--- src/rtl/gold_pkg.sv ---
// Shared types and defaults for the multi-channel Gold code generator.
package gold_pkg;
  typedef enum logic [1:0] {IDLE, ALIGN, RUN} state_e;

  localparam int         DEF_DEGREE = 6;
  localparam logic [5:0] DEF_POLY1  = 6'b000011;
  localparam logic [5:0] DEF_POLY2  = 6'b100111;

  function automatic int code_len(input int degree);
    return (1 << degree) - 1;
  endfunction
endpackage

--- src/rtl/gold_lfsr.sv ---
// Fibonacci LFSR with all-ones seed load; output chip is the LSB.
module gold_lfsr
  import gold_pkg::*;
#(
  parameter int               DEGREE = DEF_DEGREE,
  parameter logic [DEGREE-1:0] POLY  = DEGREE'(DEF_POLY1)
) (
  input  logic              clkin,
  input  logic              rst,
  input  logic              seed_load_i,
  input  logic              step_i,
  output logic [DEGREE-1:0] state_o,
  output logic              out_o
);
  logic [DEGREE-1:0] s_q;

  always_ff @(posedge clkin) begin
    if (rst || seed_load_i) s_q <= '1;
    else if (step_i)        s_q <= {^(s_q & POLY), s_q[DEGREE-1:1]};
  end

  assign state_o = s_q;
  assign out_o   = s_q[0];
endmodule

--- src/rtl/gold_gen_mc.sv ---
// Multi-channel Gold code generator: shared LFSR1 XORed with per-channel
// phase-aligned LFSR2 copies, with chip hold and valid/ready output.
module gold_gen_mc
  import gold_pkg::*;
#(
  parameter int                DEGREE = DEF_DEGREE,
  parameter int                NUM_CH = 2,
  parameter logic [DEGREE-1:0] POLY1  = DEGREE'(DEF_POLY1),
  parameter logic [DEGREE-1:0] POLY2  = DEGREE'(DEF_POLY2),
  parameter int                HOLD_W = 4
) (
  input  logic                     clkin,
  input  logic                     rst,
  input  logic                     cfg_valid_i,
  output logic                     cfg_ready_o,
  input  logic [NUM_CH*DEGREE-1:0] cfg_phase_i,
  input  logic [HOLD_W-1:0]        cfg_hold_i,
  input  logic                     stop_i,
  output logic                     ready_o,
  output logic                     tvalid_o,
  input  logic                     tready_i,
  output logic [NUM_CH-1:0]        code_o,
  output logic                     epoch_o
);
  localparam int                LEN       = code_len(DEGREE);
  localparam logic [DEGREE-1:0] LAST_K    = DEGREE'(LEN - 2);
  localparam logic [DEGREE-1:0] LAST_CHIP = DEGREE'(LEN - 1);

  state_e                         state_q;
  logic [DEGREE-1:0]              k_q, chip_cnt_q;
  logic [HOLD_W-1:0]              hold_q, hold_cnt_q, hold_max;
  logic [NUM_CH-1:0][DEGREE-1:0]  phase_q;

  logic                           run, cfg_hs, xfer, chip_end, chip_step, l1_out;
  logic [NUM_CH-1:0]              l2_out, align_step;
  logic [NUM_CH:0][DEGREE-1:0]    lfsr_st_unused;

  assign run         = (state_q == RUN);
  assign cfg_ready_o = (state_q != ALIGN);
  assign cfg_hs      = cfg_valid_i & cfg_ready_o;
  assign hold_max    = (hold_q == '0) ? HOLD_W'(1) : hold_q;
  assign chip_end    = (hold_cnt_q == hold_max - HOLD_W'(1));
  // a reconfig in RUN pre-empts the sample offered in the same cycle
  assign xfer        = run & tready_i & ~cfg_hs;
  assign chip_step   = xfer & chip_end;

  assign ready_o  = run;
  assign tvalid_o = run;
  assign epoch_o  = run & (chip_cnt_q == '0);

  always_ff @(posedge clkin) begin
    if (rst) begin
      state_q    <= IDLE;
      k_q        <= '0;
      chip_cnt_q <= '0;
      hold_cnt_q <= '0;
      hold_q     <= '0;
      phase_q    <= '0;
    end else if (cfg_hs) begin
      state_q    <= ALIGN;
      k_q        <= '0;
      chip_cnt_q <= '0;
      hold_cnt_q <= '0;
      hold_q     <= cfg_hold_i;
      // offset LEN is a full period, i.e. the same as no offset
      for (int c = 0; c < NUM_CH; c++)
        phase_q[c] <= (cfg_phase_i[c*DEGREE +: DEGREE] == '1) ? '0
                                                              : cfg_phase_i[c*DEGREE +: DEGREE];
    end else if (stop_i && state_q != IDLE) begin
      state_q <= IDLE;
    end else begin
      case (state_q)
        ALIGN: begin
          k_q <= k_q + DEGREE'(1);
          if (k_q == LAST_K) state_q <= RUN;
        end
        RUN: begin
          if (xfer) begin
            if (chip_end) begin
              hold_cnt_q <= '0;
              chip_cnt_q <= (chip_cnt_q == LAST_CHIP) ? '0 : chip_cnt_q + DEGREE'(1);
            end else begin
              hold_cnt_q <= hold_cnt_q + HOLD_W'(1);
            end
          end
        end
        default: ;
      endcase
    end
  end

  gold_lfsr #(.DEGREE(DEGREE), .POLY(POLY1)) u_lfsr1 (
    .clkin(clkin), .rst(rst), .seed_load_i(cfg_hs), .step_i(chip_step),
    .state_o(lfsr_st_unused[0]), .out_o(l1_out)
  );

  for (genvar c = 0; c < NUM_CH; c++) begin : g_ch
    assign align_step[c] = (state_q == ALIGN) && (k_q < phase_q[c]);

    gold_lfsr #(.DEGREE(DEGREE), .POLY(POLY2)) u_lfsr2 (
      .clkin(clkin), .rst(rst), .seed_load_i(cfg_hs),
      .step_i(chip_step | align_step[c]),
      .state_o(lfsr_st_unused[c+1]), .out_o(l2_out[c])
    );

    assign code_o[c] = run & (l1_out ^ l2_out[c]);
  end
endmodule

--- config.mk ---
export PLATFORM = sky130hd
export DESIGN_NAME = gold_gen_mc
export DESIGN_NICKNAME = d
export VERILOG_FILES = /design/src/rtl/gold_pkg.sv /design/src/rtl/gold_lfsr.sv /design/src/rtl/gold_gen_mc.sv
export SDC_FILE = /design/constraint.sdc
export NUM_CORES = 1
export LEC_CHECK = 0
export BUFFER_PORTS_ARGS = -buffer_cell sky130_fd_sc_hd__buf_4
export CAP_MARGIN = 5
export CORE_MARGIN = 2
export CORE_UTILIZATION = 35
export CTS_CLUSTER_SIZE = 25
export DETAILED_ROUTE_END_ITERATION = 16
export PLACE_DENSITY = 0.52
export SYNTH_ARGS = -nofsm -noshare
export SYNTH_HDL_FRONTEND = slang
export SYNTH_SLANG_ARGS = --single-unit
--- constraint.sdc ---
create_clock -name clkin -period 2.2 [get_ports clkin]
set_input_delay 0.44 -clock clkin [delete_from_list [all_inputs] [get_ports clkin]]
set_output_delay 0.44 -clock clkin [all_outputs]
set_load 0.005 [all_outputs]
==> summary.txt <==
endpoints failing setup: 0
syn avg cell area: 8.66 µm²
crit start category: flop
post-synthesis mux area share: 4.15%
core area: 7290 µm²
type of the worst min-delay path: input pin to flop
Detailed Route WL: 5650 µm
CP delay by family, top: simple AND/OR/NAND/NOR gates
EDFF count, synth: 0
initial antenna violation count: 0
Die Ht: 91.0 µm
post-layout util: 42.9%
Mapped Cells: 306
Clock transition at path regs: 90 ps
pin count of the biggest net entering global routing: 23
H-tree depth: 2
FMAX: 479 MHz
Antenna diodes: 0
Mapped Area: 2650 µm²
Clock Path Buffers: 2
area grow syn2layout: 18.1%
number of max-cap violations: 0
half-perimeter wire length after placement: 4150 µm
GRT Total Usage: 14.1%
Worst Path Arrival: 2300 ps
initial DRC count: 65
critical path required time: 2420 ps
Worst Path Max Fanout: 6
Max IR drop VDD: 0.000242 V
worst slew pin tran: 593 ps
I/O pin count: 27
simple-gate share of the synthesized area: 21.6%
Hold Slack: 342 ps
Final Skew: 6.74 ps
CTS tree: yes
DRT antenna net count: 0
Design Area, Final: 3130 µm²
ys async rst share: 0%
syn_nets: 344
Vias/cell: 4.88
number of global-route vias before repair: 2062
final worst path period need: 2090 ps
TritonCTS buffer count: 5
Final nets: 378
Critical-path top delay cell: or3_4
pwr dens: 573 nW/µm²
status: finished, final reports clean
main flop type after synthesis: dfxtp_1
die area: 8290 µm²
# clock sinks: 52
XOR/XNOR Fraction of Synth Area: 5.62%
root buffer selected by CTS: clkbuf_8
Starting Density: 36.4%
TritonRoute pass-1 iters: 4
Synth cell types: 46
Adder-Cell Fraction of Synth Area: 8.02%
Skew-Pair Late Insertion Delay: 300 ps
Pleak: 1.28 nW
DRC viols: 0
IO buf count: 26
first-pass GRT wire length: 9610 µm
Rel. slew slack: 60.4%
largest family of logic cells by synthesized area: simple AND/OR/NAND/NOR gates
WL per Instance: 12.8 µm
WP buf/inv: 0
Yosys reg bits: 52
ratio of cells with drive above 1 in the final layout: 18.5%
Final Hold Violating Endpoints: 0
crit path kind: flop to flop
Die X: 91.0 µm
Synth Warn #: 0
count of pins over their slew limit: 0
row count: 31
Slowest Stage Delay on Critical Path: 450 ps
GRT overflow: 0
Final Wtd Congestion: 0.782
sequential area share after synthesis: 39.3%
vias: 2147
Worst path most repeated cell: xnor2_2
Synth Area in Compound Gates: 16.3%
period utilization: 94.9%
CP endpoint kind: flop
crit path cell chain: nor3_2 > nor2_1 > ha_2 > xnor2_2 > xnor2_2 > or3_4 > o31a_1 > a311oi_1
Placed Area: 2990 µm²
metal layers:
layer,track usage [%],vias to the layer above,routed length [µm]
met5,0,-,0
met4,3.79,0,58
met3,2.82,5,132
met2,21.8,21,2390
met1,20.0,965,3070
li1,-,1156,-
where the power goes:
group | internal, mW | switching, mW
sequential | 0.965 | 0.0127
clock | 0.258 | 0.306
combinational | 0.110 | 0.144
total | 1.33 | 0.463
synthesized netlist by cell type, types with 7 or more instances:
library cell | number | area (µm²)
mux2i_1 | 11 | 110
nor2_1 | 26 | 97.6
inv_1 | 18 | 67.6
clkbuf_1 | 8 | 30.0
nand3_1 | 23 | 115
and3_1 | 7 | 43.8
a21oi_1 | 18 | 90.1
nor3_1 | 8 | 40.0
dfxtp_1 | 52 | 1040
ha_1 | 17 | 213
o21ai_0 | 23 | 115
nand2_1 | 24 | 90.1
xnor2_1 | 12 | 105
logic make-up (layout without fill, tap and decap cells):
family	Yosys count	count (layout)
compound gates	68	68
buf+inv	30	65
fa+ha+maj	17	17
mux	11	11
xor+xnor	17	17
flops	52	52
simple gates	111	111
final timing paths:
path                      startpoint                         end  slack [ps]  depth (start not counted)
max reg2reg   hold_q[2]$_SDFFE_PP0P_  chip_cnt_q[5]$_SDFFE_PP0P_         110                          8
min                   cfg_phase_i[2]     phase_q[2]$_SDFFE_PP0P_         340                          3
max           hold_q[2]$_SDFFE_PP0P_  chip_cnt_q[5]$_SDFFE_PP0P_         110                          8
min reg2reg  phase_q[6]$_SDFFE_PP0P_     phase_q[6]$_SDFFE_PP0P_         480                          1
cell usage in the layout, fill, tap and decap left out, types with 2 or more instances in the layout:
| master | count |
|---|---|
| clkbuf_1 | 2 |
| a22o_1 | 3 |
| ha_1 | 16 |
| xnor2_1 | 9 |
| o21ai_0 | 23 |
| mux2i_1 | 11 |
| xnor2_2 | 3 |
| clkbuf_8 | 6 |
| nor2b_1 | 3 |
| inv_1 | 18 |
| a21oi_2 | 2 |
| and4_1 | 2 |
| nor2_1 | 25 |
| a211oi_1 | 3 |
| a311oi_1 | 5 |
| dfxtp_1 | 50 |
| nand4_1 | 5 |
| dfxtp_2 | 2 |
| a31oi_1 | 2 |
| o31a_1 | 2 |
| a21oi_1 | 18 |
| xor2_1 | 5 |
| buf_4 | 38 |
| nand2_1 | 24 |
| and3_1 | 7 |
| nand2b_1 | 4 |
| nor3_1 | 7 |
| nand3_1 | 23 |
registers in the layout, summed over array words and instances, names as in the netlist:
signal,count
g_ch.u_lfsr2.state_o,12
hold_q,4
phase_q,12
state_q,2
hold_cnt_q,4
k_q,6
u_lfsr1.state_o,6
chip_cnt_q,6
worst reg2reg max path, delay by kind of cell, from the launching register on:
family / cells / cell delay [ps]
xor gates and xnor gates: 2 / 360
DFF: 1 / 330
AOI/OAI and AO/OA: 2 / 470
adders and majority gates: 1 / 180
and+or+nand+nor: 3 / 670
per-stage QoR:
step,total power [mW],cells,setup TNS (ps),worst slack [ps]
2_1_floorplan,1.15,306,0,123
3_3_place_gp,1.23,431,0,52.7
3_5_place_dp,1.23,431,0,40.1
4_1_cts,1.80,439,0,22.0
5_1_grt,1.89,440,-68.6,-26.7
6_report,1.80,440,0,113
cell type report:
type | instances | area, µm²
sequential | 52 | 1040
clock buffer | 8 | 90.1
tap | 99 | 124
fill | 770 | 4160
multi-input combinational | 224 | 1520
inverter | 19 | 71.3
timing repair buffer | 38 | 285
what timing repair did:
action	in CTS	in global routing
endpoints found under the setup margin	0	24
hold buffers	0	0
buffers inserted	0	1
resized for setup	0	11
(Power assumes the default switching activity.)
